File: src/rtl/branch_predictor.sv
// Fetch-stage branch predictor: 2-bit saturating-counter BHT for conditional
// branches plus a direct-mapped BTB for unconditional control transfers.
module branch_predictor #(
    parameter int unsigned BHT_ENTRIES = 32,
    parameter int unsigned BTB_ENTRIES = 8
) (
    input  logic        clock,
    input  logic        reset,
    input  logic        if_valid,
    input  logic [31:0] if_pc,
    input  logic        cond_branch,
    input  logic        uncond_branch,
    input  logic        jump,
    input  logic        link,
    input  logic [6:0]  branch_imm1,
    input  logic [4:0]  branch_imm2,
    input  logic        upd_valid,
    input  logic [31:0] upd_pc,
    input  logic        upd_cond,
    input  logic        upd_taken,
    input  logic [31:0] upd_target,
    output logic        pred_taken,
    output logic [31:0] pred_pc
);

    localparam int unsigned BHT_IDX_W = $clog2(BHT_ENTRIES);
    localparam int unsigned BTB_IDX_W = $clog2(BTB_ENTRIES);
    localparam int unsigned TAG_W     = 30 - BTB_IDX_W;

    logic [BHT_ENTRIES-1:0][1:0] bht;
    logic [BTB_ENTRIES-1:0]      btb_valid;
    logic [TAG_W-1:0]            btb_tag    [BTB_ENTRIES];
    logic [31:0]                 btb_target [BTB_ENTRIES];

    logic [BHT_IDX_W-1:0] if_bht_idx;
    logic [BHT_IDX_W-1:0] upd_bht_idx;
    logic [BTB_IDX_W-1:0] if_btb_idx;
    logic [BTB_IDX_W-1:0] upd_btb_idx;
    logic [TAG_W-1:0]     if_tag;
    logic [TAG_W-1:0]     upd_tag;

    assign if_bht_idx  = if_pc[2 +: BHT_IDX_W];
    assign upd_bht_idx = upd_pc[2 +: BHT_IDX_W];
    assign if_btb_idx  = if_pc[2 +: BTB_IDX_W];
    assign upd_btb_idx = upd_pc[2 +: BTB_IDX_W];
    assign if_tag      = if_pc[31 -: TAG_W];
    assign upd_tag     = upd_pc[31 -: TAG_W];

    // Classification hints and the byte offset of the PCs carry no information here.
    logic unused_inputs;
    assign unused_inputs = ^{jump, link, if_pc[1:0], upd_pc[1:0]};

    // ---------------- prediction (combinational) ----------------
    logic [31:0] b_imm;
    logic [31:0] seq_pc;
    logic [31:0] br_target;
    logic        btb_hit;
    logic [31:0] target;

    assign b_imm     = {{19{branch_imm1[6]}}, branch_imm1[6], branch_imm2[0],
                        branch_imm1[5:0], branch_imm2[4:1], 1'b0};
    assign seq_pc    = if_pc + 32'd4;
    assign br_target = if_pc + b_imm;
    assign btb_hit   = btb_valid[if_btb_idx] && (btb_tag[if_btb_idx] == if_tag);

    always_comb begin
        pred_taken = 1'b0;
        target     = seq_pc;
        if (!reset && if_valid) begin
            if (cond_branch) begin
                pred_taken = bht[if_bht_idx][1];
                target     = br_target;
            end else if (uncond_branch) begin
                pred_taken = btb_hit;
                target     = btb_target[if_btb_idx];
            end
        end
        pred_pc = pred_taken ? target : seq_pc;
    end

    // ---------------- training ----------------
    logic [1:0] upd_ctr;
    logic [1:0] ctr_next;

    always_comb begin
        upd_ctr  = bht[upd_bht_idx];
        ctr_next = upd_ctr;
        if (upd_taken) begin
            if (upd_ctr != 2'b11) ctr_next = upd_ctr + 2'b01;
        end else begin
            if (upd_ctr != 2'b00) ctr_next = upd_ctr - 2'b01;
        end
    end

    always_ff @(posedge clock) begin
        if (reset) begin
            bht       <= {BHT_ENTRIES{2'b01}};
            btb_valid <= '0;
        end else if (upd_valid) begin
            if (upd_cond)  bht[upd_bht_idx]       <= ctr_next;
            if (upd_taken) btb_valid[upd_btb_idx] <= 1'b1;
        end
    end

    // Tag/target payload needs no reset; the valid bits gate it.
    always_ff @(posedge clock) begin
        if (!reset && upd_valid && upd_taken) begin
            btb_tag[upd_btb_idx]    <= upd_tag;
            btb_target[upd_btb_idx] <= upd_target;
        end
    end

endmodule

File: config.mk
export PLATFORM = sky130hd
export DESIGN_NAME = branch_predictor
export DESIGN_NICKNAME = d
export VERILOG_FILES = /design/src/rtl/branch_predictor.sv
export SDC_FILE = /design/constraint.sdc
export NUM_CORES = 1
export LEC_CHECK = 0
export ABC_AREA = 1
export CORE_ASPECT_RATIO = 0.7
export CORE_MARGIN = 5
export CORE_UTILIZATION = 60
export CTS_CLUSTER_DIAMETER = 200
export DETAILED_ROUTE_END_ITERATION = 8
export PLACE_DENSITY = 0.8
export SLEW_MARGIN = 5
export SYNTH_ARGS = -nofsm -noshare
export SYNTH_HDL_FRONTEND = slang
export SYNTH_SLANG_ARGS = --single-unit
File: constraint.sdc
create_clock -name clock -period 8.6 [get_ports clock]
set_input_delay 2.58 -clock clock [delete_from_list [all_inputs] [get_ports clock]]
set_output_delay 2.58 -clock clock [all_outputs]
set_load 0.05 [all_outputs]
==> results.ini, run 1 <==
[finish]
fin_cells=3812
final_layout_size_suffix_gt1_share_pct=5.80
final_cell_area_sq_um=30700
fin_nets=3323
area_growth_pct=13.9

[power_and_ir_drop]
power.leakage_nw=12.4
power_density_nw_per_um2=193
p_switching_mw=1.51
intPower_mw=4.42
vdd_ir_drop_max_uv=177
swShare_pct=25.4
pwr-share-seq_pct=49.0
clockPowerShare_pct=38.3
p_comb_share_pct=12.7

[global_route]
grt_pass1_wl_um=122000
grt-ovfl-total=0
busiest_layer=met2
track_usage_pct=31.6
gr-usage-met3_pct=5.96
grt_pass1_vias=21000
grtUsageMet1_pct=46.4
grt_max_degree=106
met2_usage_pct=48.2
antenna_found_initial=2

[setup_path]
cp-end-kind=output pin
slowest_delay_ns=0.65
crit_family=simple AND/OR/NAND/NOR gates
path_buf_inv=2
start_kind=primary input
critical_path_arrival_ns=5.64
criticalPathCategory=primary input to output pin
crit_top_cell=nand2_1
cp_slowest_cell=clkdlybuf4s50_1
reg2reg_slack_ns=5.90
crit_required_ns=6.02
critical_path.max_fanout=5
crit_chain=clkdlybuf4s50_1 > ha_1 > a21oi_1 > nand2_1 > a21oi_1 > nor2_1 > nor2_1 > nand2_1 > nand2_1 > nand3_1 > nand2_1 > nand2_1 > nand2_1 > nand3_1 > nand2_1 > buf_4

[floorplan]
chipHeight_um=187
fp.dieW_um=263
io_pins=151
row_count=65
initial_core_util_pct=60.2
dieArea_sq_um=49300
core_area_sq_um=44700

[drt]
wire_per_inst_um=21.2
postRouteAntennaNets=0
drc_errors=0
via_per_inst=5.92
wirelength_um=80800
drt_iter0_drc=2900
route.vias.total=22600
dr.pass1.iters=6

[sta]
fin_ws_ns=0.380
period_minus_slack_ns=8.22
tns_ns=0
hold_viol=0
finClkSkew_ns=0.00469
worst_pin_slew_ns=1.29
finalCritPeriodShare_pct=95.6
relSlewSlack_pct=13.8
setup_violations=0
timing.fmax_ghz=0.122
rsz0062_at_grt=no
drv_slew=0

[clock_network]
path_clk_slew_ns=0.06
cts_root_buffer=clkbuf_16
cts_tree=built
cts.path.max_buffers=3
cts_resized=0
post_cts_buffers=0
clock_sinks=544
hold_buffers=0
clock_latency_ns=0.59
cts_made_buffers=51
h-tree-depth=2

[synthesis]
synth_warnings=0
synth_fp_nets=3203
netlist_instances=3053
ys_ff_latch=544
synth.avg_cell_area_sq_um=8.82
ys_seq_area_share_pct=58.0
synth_edf_count=472
synth_cell_types=41
ys.flop_type=edfxtp_1
netlist_area_sq_um=26900
synthArstFlopShare_pct=0

[placed_design]
place_inst=3723
post-place-ws_ns=0.474
io_buffers=146
place_area_sq_um=29000
dpl.hpwl_um=52300
place_congestion=1.02

[status]
status=complete, no violations

[worst_hold_path]
worstHoldPathType=register to register

[flow_run]
maxCapViolCount=0

placed cells by master (no fill, tap or decap), drive strengths merged, types with 2 or more instances in the layout:
cell / instances
a21o: 2
a21oi: 130
a22o: 3
a22oi: 19
a31oi: 8
a32o: 3
and2: 3
buf: 97
bufinv: 7
clkbuf: 58
clkdlybuf4s50: 110
clkinv: 20
dfxtp: 72
edfxtp: 472
ha: 31
inv: 306
nand2: 955
nand3: 319
nand3b: 6
nand4: 9
nor2: 266
nor3: 25
nor4: 4
o211ai: 12
o21ai: 187
o21bai: 4
o221ai: 19
o22ai: 16
or2: 2
xor2: 37
final cells by class:
cell class,count,area [sq um]
clock buffer,58,1300
timing repair buffer,207,1940
antenna,1,2.50
fill,3420,14100
multi-input combinational,2065,9540
sequential,544,15600
tap,603,754
clock inverter,30,358
inverter,304,1150
worst paths after layout:
kind / start / end / cells after the start
worst max-delay path: if_pc[17] / pred_pc[26] / 16
worst min-delay path: btb_valid[5] / btb_valid[5] / 2
worst max register to register: bht[1] / bht[0] / 11
worst min register to register: btb_valid[5] / btb_valid[5] / 2
kinds of logic after synthesis:
kind of cell,count (synthesis),synth area share (%)
AOI/OAI and AO/OA,406,8.39
buffers and inverters,444,6.82
xor gates and xnor gates,38,1.24
adders and majority gates,32,1.51
and+or+nand+nor,1589,24.1
DFF,544,58.0
cells in the mapped netlist (all sizes together), types with 3 or more instances:
master,n,area share (%)
a22o,3,0.098
a31oi,8,0.19
xor2,37,1.2
a21oi,130,2.4
nor3,25,0.46
nand3,319,5.9
clkbuf,39,0.54
nand2,955,13
a32o,3,0.11
ha,31,1.4
o211ai,12,0.33
nand4,9,0.21
o21bai,4,0.11
nor2,266,3.7
inv,303,4.2
o221ai,19,0.62
o21ai,187,3.5
edfxtp,472,53
o22ai,16,0.37
nor4,4,0.12
dfxtp,72,5.4
nand3b,6,0.17
buf,101,2.0
and2,3,0.070
a22oi,19,0.53
per-stage QoR:
| step | power, mW | utilization, % | hold slack, ns |
|---|---|---|---|
| 2_1_floorplan | 3.40 | - | 0.428 |
| 3_3_place_gp | 3.67 | 64.8 | 0.440 |
| 3_5_place_dp | 3.69 | 64.8 | 0.454 |
| 4_1_cts | 5.92 | 68.6 | 0.470 |
| 5_1_grt | 6.12 | 68.6 | 0.489 |
| 6_report | 5.93 | 68.6 | 0.467 |
flip-flops by register name, summed over array words and instances (netlist names):
| signal | count |
|---|---|
| btb_valid | 8 |
| btb_tag | 216 |
| btb_target | 256 |
| bht | 64 |
routing by layer:
metal | part of all wire, % | vias up
met5 | 0.0087 | -
met4 | 3.5 | 2
met3 | 12 | 180
met2 | 44 | 1392
met1 | 41 | 10500
li1 | - | 10500
worst reg2reg max path: stages (launching register included):
cell and delay [ns]:
dfxtp_1 0.33, a22oi_1 0.18, o211ai_1 0.11, nand2_1 0.10, nand2_1 0.07, nor2_1 0.17
nand2_1 0.10, or2_2 0.30, nand2_1 0.08, nand2_1 0.75, nand2_1 0.31, nand2_1 0.09
power by group through the flow:
stage	logic, mW	registers (mW)	clock network [mW]
after global placement	0.716	2.96	0
final	0.754	2.90	2.27
after floorplan	0.437	2.96	0
after global routing	0.808	2.90	2.41
after detailed placement	0.727	2.96	0
after CTS	0.734	2.90	2.29
(Power assumes the default switching activity.)
==> run 2, diff against run 1 <==
--- a/config.mk
+++ b/config.mk
@@ -11,8 +11,7 @@
 export CORE_UTILIZATION = 60
 export CTS_CLUSTER_DIAMETER = 200
 export DETAILED_ROUTE_END_ITERATION = 8
-export PLACE_DENSITY = 0.8
-export SLEW_MARGIN = 5
+export PLACE_DENSITY_LB_ADDON = 0.1
 export SYNTH_ARGS = -nofsm -noshare
 export SYNTH_HDL_FRONTEND = slang
 export SYNTH_SLANG_ARGS = --single-unit
==> results.ini, run 2 (synthesis results as in run 1) <==
[status]
status=complete, no violations  ; unchanged

[floorplan]
dieArea_sq_um=49300  ; unchanged
io_pins=151  ; unchanged
chipHeight_um=187  ; unchanged
fp.dieW_um=263  ; unchanged
core_area_sq_um=44700  ; unchanged
row_count=65  ; unchanged
initial_core_util_pct=60.2  ; unchanged

[clock_network]
cts.path.max_buffers=3  ; unchanged
clock_sinks=544  ; unchanged
post_cts_buffers=0  ; unchanged
hold_buffers=0  ; unchanged
cts_tree=built  ; unchanged
cts_root_buffer=clkbuf_16  ; unchanged
h-tree-depth=2  ; unchanged
cts_made_buffers=50  ; was 51
clock_latency_ns=0.60  ; was 0.59 ns
path_clk_slew_ns=0.07  ; was 0.06 ns
cts_resized=0  ; unchanged

[setup_path]
start_kind=primary input  ; unchanged
critical_path.max_fanout=4  ; was 5
crit_required_ns=6.02  ; about the same
criticalPathCategory=primary input to output pin  ; unchanged
reg2regPathDepth=9  ; was 11
cp-end-kind=output pin  ; unchanged
critical_path_arrival_ns=5.75  ; was 5.64 ns

[finish]
largest_register_ffs=256  ; unchanged
final_layout_size_suffix_gt1_share_pct=6.30  ; was 5.80%
fin_nets=3333  ; was 3323
layout_common_cells=nand2_1, edfxtp_1, nand3_1, inv_1, nor2_1  ; unchanged
biggestRegsByFlops=btb_target: 256 flops, btb_tag: 216 flops, bht: 64 flops  ; unchanged
n_fill_cell=3507  ; was 3420
area_growth_pct=14.1  ; was 13.9%
final_common_cell=nand2_1  ; unchanged
top_register=btb_target  ; unchanged

[flow_run]
maxCapViolCount=0  ; unchanged

[sta]
relSlewSlack_pct=18.6  ; was 13.8%
rsz0062_at_grt=no  ; unchanged
period_minus_slack_ns=8.33  ; was 8.22 ns
drv_slew=0  ; unchanged
worst_pin_slew_ns=1.22  ; was 1.29 ns
hold_viol=0  ; unchanged
setup_violations=0  ; unchanged
timing.fmax_ghz=0.120  ; was 0.122 GHz
finClkSkew_ns=0.0106  ; was 0.00469 ns
tns_ns=0  ; unchanged
finalCritPeriodShare_pct=96.9  ; was 95.6%
hold_ws_ns=0.461  ; was 0.467 ns

[power_and_ir_drop]
power.leakage_nw=12.5  ; was 12.4 nW
vdd_ir_drop_max_uv=191  ; was 177 uV
power_density_nw_per_um2=192  ; was 193 nW/um^2

[drt]
via_per_inst=5.84  ; was 5.92
drt_iter0_drc=2918  ; was 2900
wire_per_inst_um=21.1  ; was 21.2 um
wirelength_um=80600  ; was 80800 um
dr.pass1.iters=7  ; was 6
postRouteAntennaNets=0  ; unchanged
route.vias.total=22300  ; was 22600
drc_errors=0  ; unchanged

[global_route]
grt_pass1_wl_um=123000  ; was 122000 um
grt-ovfl-total=0  ; unchanged
antenna_found_initial=4  ; was 2
track_usage_pct=31.8  ; was 31.6%
grt_max_degree=142  ; was 106
grt_pass1_vias=21000  ; about the same

[worst_hold_path]
holdPathStages=2  ; unchanged
worstHoldPathType=register to register  ; unchanged

[placed_design]
io_buffers=146  ; unchanged
dpl.hpwl_um=52800  ; was 52300 um
place_congestion=1.00  ; was 1.02

==> run 2: final cells by class <==
| type | instances | area (sq um) | area share (%) |
|---|---|---|---|
| multi-input cells | 2065 | 9540 | 31.0 |
| diodes | 1 | 2.50 | 0.00814 |
| well taps | 603 | 754 | 2.45 |
| flip-flops and latches | 544 | 15600 | 50.8 |
| clock inverters | 29 | 347 | 1.13 |
| repair buffers | 218 | 2030 | 6.59 |
| clock buffers | 61 | 1300 | 4.24 |
| inverters | 304 | 1150 | 3.74 |
==> run 2: routing by layer <==
metal  share of wire [%]  vias to the layer above  GRT usage (%)
met3                  10                      147           5.36
met4                 2.8                        2           8.58
li1                    -                    10500              -
met5              0.0087                        -              0
met2                  44                     1162           49.0
met1                  43                    10600           47.6
==> run 2: critical path: stages <==
cell and delay, ns:
clkdlybuf4s50_1 0.53, ha_1 0.23, inv_1 0.07, fa_1 0.36, inv_1 0.08, nand2_1 0.06, o21ai_0 0.16, buf_4 0.17
nand2_1 0.05, nand2_1 0.15, nand2_1 0.08, nand2_1 0.14, xor2_1 0.27, nand2_1 0.11, nand2_1 0.08, nand2_1 0.04
nand2_1 0.08, nand3_1 0.08, nand2_1 0.20, buf_4 0.23
==> run 2: through the flow <==
| stage | setup WS [ns] | util, % | instance area, sq um | total power, mW | instances |
|---|---|---|---|---|---|
| after floorplan | 0.524 | - | 26900 | 3.40 | 3053 |
| after global placement | 0.381 | 65.0 | 29100 | 3.68 | 3734 |
| after detailed placement | 0.348 | 65.0 | 29100 | 3.69 | 3734 |
| after CTS | 0.320 | 68.7 | 30700 | 5.90 | 3824 |
| after global routing | 0.0848 | 68.7 | 30700 | 6.10 | 3825 |
| final | 0.266 | 68.7 | 30700 | 5.90 | 3825 |
==> run 2: report_power, final <==
group          internal [mW]  switching, mW  total [mW]
logic                  0.231          0.521       0.752
registers               2.89        0.00779        2.90
clock network           1.27          0.983        2.25
==> run 2: final timing paths <==
path / start / slack (ns) / end
worst min-delay path: btb_valid[4] / 0.46 / btb_valid[4]
worst min register to register: btb_valid[4] / 0.46 / btb_valid[4]
worst max-delay path: if_pc[1] / 0.27 / pred_pc[15]
worst max register to register: bht[25] / 6.10 / bht[61]
